## src/rtl/fir_coe_pkg.sv

```systemverilog
// fir_coe_pkg: shared types and constants for the FIR coefficient reload path.
//   state_e         reload controller states
//   ERR_*           err_code encodings
//   REQ_NUM         read commands per set for the default geometry
//   req_num()       same quantity for an arbitrary geometry
package fir_coe_pkg;

    typedef enum logic [2:0] {
        IDLE,
        REQ,
        WAIT,
        CHECK,
        SWAP,
        ERR
    } state_e;

    localparam logic [1:0] ERR_NONE = 2'd0;
    localparam logic [1:0] ERR_TMO  = 2'd1;
    localparam logic [1:0] ERR_LEN  = 2'd2;
    localparam logic [1:0] ERR_CHK  = 2'd3;

    localparam int TAP_NUM_DEF       = 32;
    localparam int WORDS_PER_REQ_DEF = 32;
    localparam int REQ_NUM           = TAP_NUM_DEF / WORDS_PER_REQ_DEF;

    function automatic int req_num(input int tap_num, input int words_per_req);
        return tap_num / words_per_req;
    endfunction

endpackage

```

## src/rtl/fir_coe_chksum.sv

```systemverilog
// fir_coe_chksum: 32-bit modulo sum of accepted coefficient words, compared
// against an expected value captured at clear time.
//   clk, rst_n  clock and async active-low reset
//   clr         zero the sum and capture exp_in
//   add         accumulate add_data this cycle
//   match       sum equals the captured expected value
module fir_coe_chksum
    import fir_coe_pkg::*;
(
    input  logic        clk,
    input  logic        rst_n,
    input  logic        clr,
    input  logic        add,
    input  logic [31:0] add_data,
    input  logic [31:0] exp_in,
    output logic        match
);

    logic [31:0] sum_q, sum_d;
    logic [31:0] exp_q, exp_d;

    always_comb begin
        sum_d = sum_q;
        exp_d = exp_q;
        if (clr) begin
            sum_d = '0;
            exp_d = exp_in;
        end else if (add) begin
            sum_d = sum_q + add_data;
        end
    end

    always_ff @(posedge clk or negedge rst_n) begin
        if (!rst_n) begin
            sum_q <= '0;
            exp_q <= '0;
        end else begin
            sum_q <= sum_d;
            exp_q <= exp_d;
        end
    end

    assign match = (sum_q == exp_q);

endmodule

```

## src/rtl/fir_coe_reload_ctrl.sv

```systemverilog
// fir_coe_reload_ctrl: fetches one FIR coefficient set from DDR, writes it into
// the shadow bank tap by tap, then pulses coe_swap once the full set is in.
// Optional build macro: FIR_COE_CHKSUM_EN adds a checksum gate before the swap.
//   reload_req/reload_set/chk_expect   start pulse, set index, expected sum
//   ddr_rd0_en/ddr_rd0_addr            read command to DDR
//   readback0_vld/last/data            returned word stream
//   coe_wr_vld/idx/data                shadow-bank tap write
//   coe_swap, busy, done, err, err_code status
//
// state | meaning
// IDLE  | waiting for reload_req
// REQ   | issuing one read command
// WAIT  | collecting words of the current command, timeout running
// CHECK | full set received, checksum decision
// SWAP  | coe_swap/done pulse
// ERR   | abort, err raised, no swap
module fir_coe_reload_ctrl
    import fir_coe_pkg::*;
#(
    parameter int          TAP_NUM       = 32,
    parameter int          COE_WD        = 32,
    parameter int          WORDS_PER_REQ = 32,
    parameter logic [31:0] REQ_ADDR_STEP = 32'h80,
    parameter logic [31:0] SET_ADDR_STEP = 32'h1000,
    parameter int          TIMEOUT_CYC   = 4096
) (
    input  logic                       rd_clk,
    input  logic                       rd_rst_n,
    input  logic                       reload_req,
    input  logic [3:0]                 reload_set,
    input  logic [31:0]                chk_expect,
    output logic                       ddr_rd0_en,
    output logic [31:0]                ddr_rd0_addr,
    input  logic                       readback0_vld,
    input  logic                       readback0_last,
    input  logic [COE_WD-1:0]          readback0_data,
    output logic                       coe_wr_vld,
    output logic [$clog2(TAP_NUM)-1:0] coe_wr_idx,
    output logic [COE_WD-1:0]          coe_wr_data,
    output logic                       coe_swap,
    output logic                       busy,
    output logic                       done,
    output logic                       err,
    output logic [1:0]                 err_code
);

    localparam int IDX_W = $clog2(TAP_NUM);
    localparam int N_REQ = req_num(TAP_NUM, WORDS_PER_REQ);
    localparam int RC_W  = $clog2(N_REQ + 1);
    localparam int CC_W  = $clog2(WORDS_PER_REQ + 2);
    localparam int TMO_W = $clog2(TIMEOUT_CYC + 1);

    localparam logic [RC_W-1:0]  RC_LAST  = RC_W'(N_REQ - 1);
    localparam logic [CC_W-1:0]  WPR_C    = CC_W'(WORDS_PER_REQ);
    localparam logic [TMO_W-1:0] TMO_LAST = TMO_W'(TIMEOUT_CYC - 1);

    state_e              state_q, state_d;
    logic [31:0]         base_q, base_d;
    logic [RC_W-1:0]     req_cnt_q, req_cnt_d;
    logic [CC_W-1:0]     cmd_cnt_q, cmd_cnt_d;
    logic [IDX_W-1:0]    word_cnt_q, word_cnt_d;
    logic [TMO_W-1:0]    tmo_q, tmo_d;
    logic                wr_vld_q, wr_vld_d;
    logic [IDX_W-1:0]    wr_idx_q, wr_idx_d;
    logic [COE_WD-1:0]   wr_data_q, wr_data_d;
    logic                err_q, err_d;
    logic [1:0]          err_code_q, err_code_d;
    logic [CC_W-1:0]     cmd_words;
    logic                chk_clr, chk_add, chk_match;

    always_comb begin
        state_d    = state_q;
        base_d     = base_q;
        req_cnt_d  = req_cnt_q;
        cmd_cnt_d  = cmd_cnt_q;
        word_cnt_d = word_cnt_q;
        tmo_d      = tmo_q;
        wr_vld_d   = 1'b0;
        wr_idx_d   = wr_idx_q;
        wr_data_d  = wr_data_q;
        err_d      = err_q;
        err_code_d = err_code_q;
        chk_clr    = 1'b0;
        chk_add    = 1'b0;
        cmd_words  = cmd_cnt_q + 1'b1;

        case (state_q)
            IDLE: begin
                if (reload_req) begin
                    state_d    = REQ;
                    base_d     = 32'(reload_set) * SET_ADDR_STEP;
                    req_cnt_d  = '0;
                    word_cnt_d = '0;
                    err_d      = 1'b0;
                    err_code_d = ERR_NONE;
                    chk_clr    = 1'b1;
                end
            end
            REQ: begin
                tmo_d     = '0;
                cmd_cnt_d = '0;
                state_d   = WAIT;
            end
            WAIT: begin
                tmo_d = tmo_q + 1'b1;
                if (readback0_vld) begin
                    wr_vld_d   = 1'b1;
                    wr_idx_d   = word_cnt_q;
                    wr_data_d  = readback0_data;
                    word_cnt_d = word_cnt_q + 1'b1;
                    cmd_cnt_d  = cmd_words;
                    chk_add    = 1'b1;
                    if (readback0_last) begin
                        if (cmd_words == WPR_C) begin
                            if (req_cnt_q == RC_LAST) begin
                                state_d = CHECK;
                            end else begin
                                state_d   = REQ;
                                req_cnt_d = req_cnt_q + 1'b1;
                            end
                        end else begin
                            state_d    = ERR;
                            err_d      = 1'b1;
                            err_code_d = ERR_LEN;
                        end
                    end else if (cmd_words > WPR_C) begin
                        state_d    = ERR;
                        err_d      = 1'b1;
                        err_code_d = ERR_LEN;
                    end
                end
                // Decided one cycle early so err lands exactly TIMEOUT_CYC
                // cycles after the command; a word in this cycle takes priority.
                if (state_d == WAIT && tmo_d == TMO_LAST) begin
                    state_d    = ERR;
                    err_d      = 1'b1;
                    err_code_d = ERR_TMO;
                end
            end
            CHECK: begin
                if (chk_match) begin
                    state_d = SWAP;
                end else begin
                    state_d    = ERR;
                    err_d      = 1'b1;
                    err_code_d = ERR_CHK;
                end
            end
            SWAP:    state_d = IDLE;
            ERR:     state_d = IDLE;
            default: state_d = IDLE;
        endcase
    end

    always_ff @(posedge rd_clk or negedge rd_rst_n) begin
        if (!rd_rst_n) begin
            state_q    <= IDLE;
            base_q     <= '0;
            req_cnt_q  <= '0;
            cmd_cnt_q  <= '0;
            word_cnt_q <= '0;
            tmo_q      <= '0;
            wr_vld_q   <= 1'b0;
            wr_idx_q   <= '0;
            wr_data_q  <= '0;
            err_q      <= 1'b0;
            err_code_q <= ERR_NONE;
        end else begin
            state_q    <= state_d;
            base_q     <= base_d;
            req_cnt_q  <= req_cnt_d;
            cmd_cnt_q  <= cmd_cnt_d;
            word_cnt_q <= word_cnt_d;
            tmo_q      <= tmo_d;
            wr_vld_q   <= wr_vld_d;
            wr_idx_q   <= wr_idx_d;
            wr_data_q  <= wr_data_d;
            err_q      <= err_d;
            err_code_q <= err_code_d;
        end
    end

`ifdef FIR_COE_CHKSUM_EN
    fir_coe_chksum u_chksum (
        .clk      (rd_clk),
        .rst_n    (rd_rst_n),
        .clr      (chk_clr),
        .add      (chk_add),
        .add_data (readback0_data),
        .exp_in   (chk_expect),
        .match    (chk_match)
    );
`else
    logic unused_chk;
    assign unused_chk = ^{chk_expect, chk_clr, chk_add};
    assign chk_match  = 1'b1;
`endif

    assign ddr_rd0_en   = (state_q == REQ);
    assign ddr_rd0_addr = ddr_rd0_en ? (base_q + 32'(req_cnt_q) * REQ_ADDR_STEP) : 32'h0;
    assign coe_wr_vld   = wr_vld_q;
    assign coe_wr_idx   = wr_idx_q;
    assign coe_wr_data  = wr_data_q;
    assign coe_swap     = (state_q == SWAP);
    assign done         = (state_q == SWAP);
    // SWAP and ERR are the terminating cycles, so busy is already low there.
    assign busy         = (state_q == REQ) || (state_q == WAIT) || (state_q == CHECK);
    assign err          = err_q;
    assign err_code     = err_code_q;

endmodule
```

## config.mk

```make
export PLATFORM = sky130hd
export DESIGN_NAME = fir_coe_reload_ctrl
export DESIGN_NICKNAME = d
export VERILOG_FILES = /design/src/rtl/fir_coe_pkg.sv /design/src/rtl/fir_coe_chksum.sv /design/src/rtl/fir_coe_reload_ctrl.sv
export SDC_FILE = /design/constraint.sdc
export NUM_CORES = 1
export LEC_CHECK = 0
export BUFFER_PORTS_ARGS = -buffer_cell sky130_fd_sc_hd__buf_2
export CAP_MARGIN = 20
export CORE_ASPECT_RATIO = 1.2
export CORE_MARGIN = 1
export CORE_UTILIZATION = 48
export CTS_CLUSTER_DIAMETER = 80
export CTS_CLUSTER_SIZE = 10
export DETAILED_ROUTE_END_ITERATION = 7
export GPL_TIMING_DRIVEN = 1
export PLACE_DENSITY_LB_ADDON = 0.08
export SKIP_CTS_REPAIR_TIMING = 1
export SYNTH_ARGS = -nofsm -noshare
export SYNTH_HDL_FRONTEND = slang
export SYNTH_SLANG_ARGS = --single-unit
```

## constraint.sdc

```tcl
create_clock -name rd_clk -period 2.4 [get_ports rd_clk]
set_input_delay 0.36 -clock rd_clk [delete_from_list [all_inputs] [get_ports rd_clk]]
set_output_delay 0.36 -clock rd_clk [all_outputs]
set_load 0.01 [all_outputs]
```

==> results of run 1 <==
## cells in the final DEF (no fill, tap or decap), types with 2 or more instances in the layout
cell type / instances
sky130_fd_sc_hd__mux2_2: 4
sky130_fd_sc_hd__clkbuf_8: 10
sky130_fd_sc_hd__conb_1: 28
sky130_fd_sc_hd__a31oi_1: 2
sky130_fd_sc_hd__xor2_1: 6
sky130_fd_sc_hd__mux2i_1: 3
sky130_fd_sc_hd__nor2_1: 14
sky130_fd_sc_hd__nand3b_1: 2
sky130_fd_sc_hd__ha_1: 5
sky130_fd_sc_hd__dfrtp_1: 72
sky130_fd_sc_hd__buf_4: 14
sky130_fd_sc_hd__o31ai_1: 6
sky130_fd_sc_hd__o21ai_0: 20
sky130_fd_sc_hd__nand2_1: 135
sky130_fd_sc_hd__o21a_1: 2
sky130_fd_sc_hd__nand3_1: 6
sky130_fd_sc_hd__nor3_1: 3
sky130_fd_sc_hd__and2_1: 7
sky130_fd_sc_hd__or3_1: 4
sky130_fd_sc_hd__o21ai_1: 3
sky130_fd_sc_hd__a21o_1: 2
sky130_fd_sc_hd__a21oi_1: 3
sky130_fd_sc_hd__and3_1: 7
sky130_fd_sc_hd__inv_1: 8
sky130_fd_sc_hd__bufinv_16: 2
sky130_fd_sc_hd__nand4_1: 5
sky130_fd_sc_hd__xnor2_1: 4
sky130_fd_sc_hd__buf_2: 89
sky130_fd_sc_hd__a22o_1: 2
## Yosys cell counts, drive strengths merged, types with 5 or more instances
cell type	n	share of area, %
xnor2	5	1.4
inv	9	0.94
o21ai	23	3.2
o31ai	6	1.3
nand4	6	1.5
clkbuf	16	1.7
nand3	7	1.1
buf	35	7.3
xor2	6	1.5
nand2	135	14
and3	7	1.2
dfrtp	72	50
and2	7	1.2
nor2	14	1.5
ha	5	1.7
## per-layer routing
metal  track usage (%)  share of wire [%]  vias up
met1              25.1                 46     1330
met3              4.53                4.3        9
met2              32.5                 49       66
li1                  -                  -     1436
met5                 0                  0        -
met4              7.42                1.3        0
## cell type report
class	count	share of cell area (%)
Tap cell	90	2.63
Clock inverter	6	2.10
Inverter	9	0.788
Clock buffer	10	3.21
Timing Repair Buffer	104	13.3
Sequential cell	72	42.0
Multi-Input combinational cell	293	36.0
## where the power goes
part / leakage [nW] / switching [W] / internal [W]
Combinational: 1.27 / 0.000957 / 0.000686
Clock: 0.113 / 0.000465 / 0.000617
Sequential: 0.938 / 0.000272 / 0.00161
Total: 2.32 / 0.00169 / 0.00292
## final timing paths
kind	from	to	slack, ns	cells past startpoint
max	cmd_cnt_q[2]	state_q[2]	0.14	7
min in group rd_clk	readback0_data[20]	coe_wr_data[20]	0.20	3
min	rd_rst_n	err_code[0]	0.02	2
min reg2reg	coe_wr_data[14]	coe_wr_data[14]	0.47	2
max in group asynchronous	rd_rst_n	tmo_q[12]	2.07	2
max reg2reg	cmd_cnt_q[2]	state_q[2]	0.14	7
## flip-flops by register name, summed over array words and instances, names as in the netlist
signal / cells
word_cnt_q: 5
coe_wr_data: 32
base_q: 4
coe_wr_idx: 5
cmd_cnt_q: 6
tmo_q: 13
state_q: 3
coe_wr_vld: 1
err: 1
err_code: 2
## logic make-up after synthesis
family / after synthesis
AO/OA/AOI/OAI: 50
XOR/XNOR: 11
adder cells (fa/ha/maj): 5
buffers and inverters: 60
flip-flops: 72
multiplexers: 7
other: 1
AND/OR/NAND/NOR: 192
## metrics by stage
step	hold WS [ns]	area, um2
after global routing	0.0499	4290
after CTS	0.0386	4270
after global placement	0.418	4050
final	0.0241	4290
after floorplan	0.0644	3690
after detailed placement	0.421	4050
## critical path, stage by stage, from the launching register on
cell	delay (ns)
sky130_fd_sc_hd__dfrtp_1	0.45
sky130_fd_sc_hd__nand3_1	0.21
sky130_fd_sc_hd__or3_1	0.45
sky130_fd_sc_hd__a32oi_2	0.25
sky130_fd_sc_hd__o21a_1	0.22
sky130_fd_sc_hd__nor4_4	0.06
sky130_fd_sc_hd__buf_4	0.17
sky130_fd_sc_hd__o311a_1	0.32
==> impl_metrics.prom, run 1 <==
# TYPE chip_impl_metric gauge
chip_impl_info{name="cts_tree",value="done"} 1
chip_impl_metric{name="drive_gt1_share",unit="%"} 26.7
chip_impl_metric{name="cts.clk_slew.worst_paths",unit="ns"} 0.08
chip_impl_metric{name="netlist_area",unit="um2"} 3590
chip_impl_metric{name="synth_compound_gate_area_share",unit="%"} 8.95
chip_impl_metric{name="synth_enable_flop_cells",unit=""} 0
chip_impl_metric{name="cts.path.max_buffers",unit=""} 2
chip_impl_metric{name="die_w",unit="um"} 81.0
chip_impl_metric{name="die_area",unit="um2"} 7830
chip_impl_info{name="endpoint_kind",value="flop"} 1
chip_impl_info{name="hold_path_class",value="in -> async"} 1
chip_impl_metric{name="synth_area_per_cell",unit="um2"} 9.02
chip_impl_metric{name="crit_required",unit="ns"} 2.62
chip_impl_metric{name="clock.fmax",unit="MHz"} 443
chip_impl_metric{name="route.detailed.drc",unit=""} 0
chip_impl_info{name="dominant_combinational_cell_family_by_area_after_synthesis",value="simple AND/OR/NAND/NOR gates"} 1
chip_impl_metric{name="power.total",unit="W"} 0.00461
chip_impl_metric{name="multiInputGateArea",unit="um2"} 1540
chip_impl_metric{name="fin_worst_skew",unit="ns"} 0.00911
chip_impl_metric{name="diodes",unit=""} 0
chip_impl_metric{name="routed_wl",unit="mm"} 7.23
chip_impl_metric{name="vdd_drop_max",unit="mV"} 0.628
chip_impl_info{name="yosys_most_used_dff",value="sky130_fd_sc_hd__dfrtp_1"} 1
chip_impl_metric{name="count_of_warnings_emitted_by_yosys",unit=""} 0
chip_impl_metric{name="final.setup.worst_slack",unit="ns"} 0.144
chip_impl_metric{name="period_utilisation_layout",unit="%"} 94.0
chip_impl_info{name="critPathKind",value="reg -> reg"} 1
chip_impl_metric{name="first_global_vias",unit=""} 2614
chip_impl_metric{name="pre_cts_slack",unit="ns"} 0.111
chip_impl_metric{name="num_vias",unit=""} 2841
chip_impl_metric{name="ctsHtreeMaxLevel",unit=""} 3
chip_impl_metric{name="effective_utilization_at_floorplan",unit="%"} 49.7
chip_impl_metric{name="p_leak",unit="nW"} 2.32
chip_impl_metric{name="io_pins",unit=""} 150
chip_impl_metric{name="place.port_buffers",unit=""} 89
chip_impl_metric{name="worst_pin_slew",unit="ns"} 0.526
chip_impl_metric{name="clk_latency",unit="ns"} 0.34
chip_impl_metric{name="slew_headroom",unit="%"} 64.9
chip_impl_metric{name="worst_ep_arrival_time",unit="ns"} 2.48
chip_impl_metric{name="synth-async-reset-ratio",unit="%"} 100
chip_impl_metric{name="dp_hpwl",unit="mm"} 5.11
chip_impl_metric{name="vias_per_cell",unit=""} 4.86
chip_impl_metric{name="power-per-cell-area",unit="nW/um2"} 1070
chip_impl_metric{name="gpl.final_weighted_congestion",unit=""} 0.838
chip_impl_info{name="cts.root.buffer_cell",value="sky130_fd_sc_hd__clkbuf_8"} 1
chip_impl_metric{name="globalRouteTotalUtil",unit="%"} 19.8
chip_impl_metric{name="overflow",unit=""} 0
chip_impl_metric{name="inst_count_dp",unit=""} 567
chip_impl_metric{name="area_growth_syn_to_layout",unit="%"} 19.4
chip_impl_metric{name="final.fill_count",unit=""} 664
chip_impl_metric{name="final-hold-violation-count",unit=""} 0
chip_impl_metric{name="rows",unit=""} 34
chip_impl_info{name="grt_setup_unrepaired",value="false"} 1
chip_impl_metric{name="pin_count_of_the_biggest_net_entering_global_routing",unit=""} 73
chip_impl_metric{name="synthSimpleGateAreaFrac",unit="%"} 24.1
chip_impl_metric{name="initial_antenna_violation_count",unit=""} 0
chip_impl_metric{name="final-setup-viol-count",unit=""} 0
chip_impl_metric{name="cap_viol_max_count",unit=""} 0
chip_impl_metric{name="detailedRoute.firstIterationViolations",unit=""} 141
chip_impl_metric{name="synth-adder-area-share",unit="%"} 1.74
chip_impl_metric{name="timing.final.max_slew_violations",unit=""} 0
chip_impl_metric{name="detail-route-antenna-nets",unit=""} 0
chip_impl_metric{name="cts_buf_count",unit=""} 9
chip_impl_metric{name="wire_per_inst",unit="um"} 12.4
chip_impl_metric{name="synth_seq_area_share",unit="%"} 50.2
chip_impl_metric{name="synth.lib_cells_used.distinct",unit=""} 50
chip_impl_metric{name="final_nets",unit=""} 567
chip_impl_info{name="critical_path.startpoint_type",value="flop"} 1
chip_impl_metric{name="utilization",unit="%"} 59.3
chip_impl_metric{name="grt_first_pass_wirelength",unit="mm"} 12.0
chip_impl_metric{name="ys_seq_elements",unit=""} 72
chip_impl_metric{name="detailedRoute.firstPassIterationCount",unit=""} 4
chip_impl_metric{name="synth.mux.area_fraction",unit="%"} 2.09
chip_impl_metric{name="chipHeight",unit="um"} 96.8
chip_impl_metric{name="core_region_area",unit="um2"} 7230
chip_impl_info{name="outcome",value="finished, final reports clean"} 1
chip_impl_metric{name="final-instance-count-excl-fill",unit=""} 584
chip_impl_metric{name="syn-instance-count",unit=""} 398
chip_impl_metric{name="synth-xor-area-share",unit="%"} 2.89
chip_impl_metric{name="cp_max_fo",unit=""} 7
chip_impl_metric{name="regArea",unit="um2"} 1800
chip_impl_metric{name="final_period_minus_worst_setup_slack",unit="ns"} 2.26
chip_impl_metric{name="clock_sinks",unit=""} 72
chip_impl_metric{name="setup-tns-final",unit="ns"} 0
(Power assumes the default switching activity.)
==> inputs of run 2 (changes only) <==
Settings changed: GPL_TIMING_DRIVEN 1 to 0.
==> run 2 against run 1 <==
Against the previous run:
- sequential cell count did not move
- largest power group unchanged
- register-to-register slack got worse by 0.02 ns
- highest routed layer unchanged
- setup slack lost 0.020 ns
- hold slack better by 0.17 ns
- power up 0.94%
- via count increased by 4.9%
- global-route usage rose by 1.0 points
- wire length is 5.3% higher
- clock power hardly changed
==> impl_metrics.prom, run 2 (synthesis results as in run 1) <==
# TYPE chip_impl_metric gauge
chip_impl_info{name="outcome",value="finished, final reports clean"} 1
chip_impl_metric{name="route.detailed.drc",unit=""} 0
chip_impl_info{name="critical-path-top-cell-by-count",value="sky130_fd_sc_hd__buf_4"} 1
chip_impl_metric{name="pwr-share-seq",unit="%"} 39.1
chip_impl_metric{name="period_utilisation_layout",unit="%"} 94.9
chip_impl_metric{name="initial_antenna_violation_count",unit=""} 0
chip_impl_metric{name="final-hold-violation-count",unit=""} 0
chip_impl_metric{name="cp_num_buf_inv",unit=""} 2
chip_impl_metric{name="die_area",unit="um2"} 7830
chip_impl_metric{name="num_vias",unit=""} 2980
chip_impl_info{name="critical_path.startpoint_type",value="flop"} 1
chip_impl_metric{name="die_w",unit="um"} 81.0
chip_impl_metric{name="post_route_met1_wirelength",unit="mm"} 3.37
chip_impl_metric{name="diodes",unit=""} 0
chip_impl_metric{name="vias_per_cell",unit=""} 4.78
chip_impl_metric{name="gate_power_share",unit="%"} 37.4
chip_impl_metric{name="critPathMaxStageDelay",unit="ns"} 0.56
chip_impl_metric{name="worst_ep_arrival_time",unit="ns"} 2.50
chip_impl_metric{name="slew_headroom",unit="%"} 47.8
chip_impl_info{name="grt_setup_unrepaired",value="false"} 1
chip_impl_metric{name="globalRouteTotalUtil",unit="%"} 20.9
chip_impl_metric{name="fin_worst_skew",unit="ns"} 0.0101
chip_impl_metric{name="first_global_vias",unit=""} 2802
chip_impl_metric{name="timing.final.max_slew_violations",unit=""} 0
chip_impl_info{name="hold_path_class",value="in -> reg"} 1
chip_impl_info{name="worstPathCellList",value="ha_1, buf_4, nand4_4, or4_4, xnor2_2, nand3_2, nor4_4, buf_4, o311a_1"} 1
chip_impl_metric{name="rows",unit=""} 34
chip_impl_metric{name="pin_count_of_the_biggest_net_entering_global_routing",unit=""} 70
chip_impl_info{name="endpoint_kind",value="flop"} 1
chip_impl_metric{name="largest_register_ffs",unit=""} 32
chip_impl_metric{name="wl_met2",unit="mm"} 3.82
chip_impl_metric{name="final_period_minus_worst_setup_slack",unit="ns"} 2.28
chip_impl_metric{name="clkPwrFrac",unit="%"} 23.5
chip_impl_metric{name="worst_pin_slew",unit="ns"} 0.777
chip_impl_metric{name="routed_wl",unit="mm"} 7.62
chip_impl_metric{name="power-per-cell-area",unit="nW/um2"} 1020
chip_impl_info{name="mostFrequentLayoutCells",value="sky130_fd_sc_hd__nand2_1 (135), sky130_fd_sc_hd__buf_2 (90), sky130_fd_sc_hd__dfrtp_1 (72)"} 1
chip_impl_metric{name="ctsHtreeMaxLevel",unit=""} 3
chip_impl_metric{name="grt_first_pass_wirelength",unit="mm"} 12.7
chip_impl_metric{name="place.port_buffers",unit=""} 89
chip_impl_metric{name="core_region_area",unit="um2"} 7230
chip_impl_info{name="final_common_cell",value="sky130_fd_sc_hd__nand2_1"} 1
chip_impl_info{name="slowest_cp_cell",value="sky130_fd_sc_hd__or4_4"} 1
chip_impl_metric{name="p_leak",unit="nW"} 2.47
chip_impl_metric{name="intPower",unit="W"} 0.00292
chip_impl_metric{name="crit_required",unit="ns"} 2.62
chip_impl_metric{name="cp_max_fo",unit=""} 7
chip_impl_metric{name="drive_gt1_share",unit="%"} 29.1
chip_impl_metric{name="overflow",unit=""} 0
chip_impl_metric{name="detailedRoute.firstPassIterationCount",unit=""} 4
chip_impl_metric{name="cts_buf_count",unit=""} 9
chip_impl_metric{name="final-setup-viol-count",unit=""} 0
chip_impl_metric{name="final_nets",unit=""} 606
chip_impl_metric{name="cap_viol_max_count",unit=""} 0
chip_impl_info{name="worst_path_dominant_cell_family",value="simple AND/OR/NAND/NOR gates"} 1
chip_impl_metric{name="wire_per_inst",unit="um"} 12.2
chip_impl_metric{name="io_pins",unit=""} 150
chip_impl_metric{name="final.setup.worst_slack",unit="ns"} 0.124
chip_impl_metric{name="detailedRoute.firstIterationViolations",unit=""} 147
chip_impl_metric{name="clock.fmax",unit="MHz"} 439
chip_impl_metric{name="area_growth_syn_to_layout",unit="%"} 26.4
chip_impl_metric{name="dp_hpwl",unit="mm"} 5.44
chip_impl_metric{name="pre_cts_slack",unit="ns"} 0.0452
chip_impl_info{name="cts.root.buffer_cell",value="sky130_fd_sc_hd__clkbuf_8"} 1
chip_impl_metric{name="switching_share",unit="%"} 37.3
chip_impl_metric{name="detail-route-antenna-nets",unit=""} 0
chip_impl_info{name="highest_layer",value="met4"} 1
chip_impl_metric{name="cts.path.max_buffers",unit=""} 2
chip_impl_metric{name="effective_utilization_at_floorplan",unit="%"} 49.7
chip_impl_metric{name="power.total",unit="W"} 0.00465
chip_impl_metric{name="clock_sinks",unit=""} 72
chip_impl_metric{name="gpl.final_weighted_congestion",unit=""} 0.799
chip_impl_info{name="critPathKind",value="reg -> reg"} 1
chip_impl_info{name="cts_tree",value="done"} 1
chip_impl_metric{name="vdd_drop_max",unit="mV"} 0.559
chip_impl_metric{name="route.met3.wl",unit="um"} 337
chip_impl_metric{name="chipHeight",unit="um"} 96.8
chip_impl_metric{name="clk_latency",unit="ns"} 0.34
chip_impl_metric{name="cts.clk_slew.worst_paths",unit="ns"} 0.09
chip_impl_metric{name="setup-tns-final",unit="ns"} 0
chip_impl_metric{name="netSwitchingPower",unit="W"} 0.00173
## run 2: metrics by stage
step           hold WS [ns]  util [%]  std cells  area (um2)
4_1_cts              -0.200      62.3        621        4510
6_report              0.199      62.8        623        4540
3_3_place_gp          0.451      58.8        604        4250
2_1_floorplan        0.0644         -        425        3690
5_1_grt               0.198      62.8        623        4540
3_5_place_dp          0.172      59.2        605        4280
## run 2: cell type report
class	count	area (um2)
Clock inverter	6	90.1
Multi-Input combinational cell	293	1550
Buffer	51	323
Fill cell	665	2690
Tap cell	90	113
Sequential cell	72	1800
Inverter	9	33.8
Timing Repair Buffer	92	493
Clock buffer	10	138
## run 2: worst paths after layout
| check | start | to | slack, ns | depth (start not counted) |
|---|---|---|---|---|
| worst max-delay path | tmo_q[0] | state_q[2] | 0.12 | 9 |
| worst min-delay path | readback0_data[11] | coe_wr_data[11] | 0.20 | 3 |
| worst max register to register | tmo_q[0] | state_q[2] | 0.12 | 9 |
| worst min register to register | coe_wr_idx[0] | coe_wr_idx[0] | 0.48 | 2 |
| max in group asynchronous | rd_rst_n | cmd_cnt_q[0] | 1.51 | 3 |
| min in group asynchronous | rd_rst_n | err_code[1] | 0.36 | 2 |
## run 2: power by group through the flow
stage / clock (W) / combinational, W / sequential [W]
after global routing: 0.00115 / 0.00197 / 0.00188
after CTS: 0.00111 / 0.00175 / 0.00183
after floorplan: 0 / 0.000947 / 0.00197
final: 0.00109 / 0.00174 / 0.00182
after global placement: 0 / 0.00170 / 0.00183
after detailed placement: 0 / 0.00174 / 0.00185
## run 2: routing by layer
| layer | track usage [%] | vias up |
|---|---|---|
| met2 | 36.1 | 78 |
| met3 | 3.87 | 7 |
| met4 | 7.42 | 0 |
| li1 | - | 1518 |
| met5 | 0 | - |
| met1 | 25.4 | 1377 |
## run 2: worst reg2reg max path, cell delays in order, from the launching register on
cell	delay (ns)
sky130_fd_sc_hd__dfrtp_1	0.42
sky130_fd_sc_hd__ha_1	0.17
sky130_fd_sc_hd__buf_4	0.15
sky130_fd_sc_hd__nand4_4	0.10
sky130_fd_sc_hd__or4_4	0.56
sky130_fd_sc_hd__xnor2_2	0.15
sky130_fd_sc_hd__nand3_2	0.08
sky130_fd_sc_hd__nor4_4	0.04
sky130_fd_sc_hd__buf_4	0.17
sky130_fd_sc_hd__o311a_1	0.33
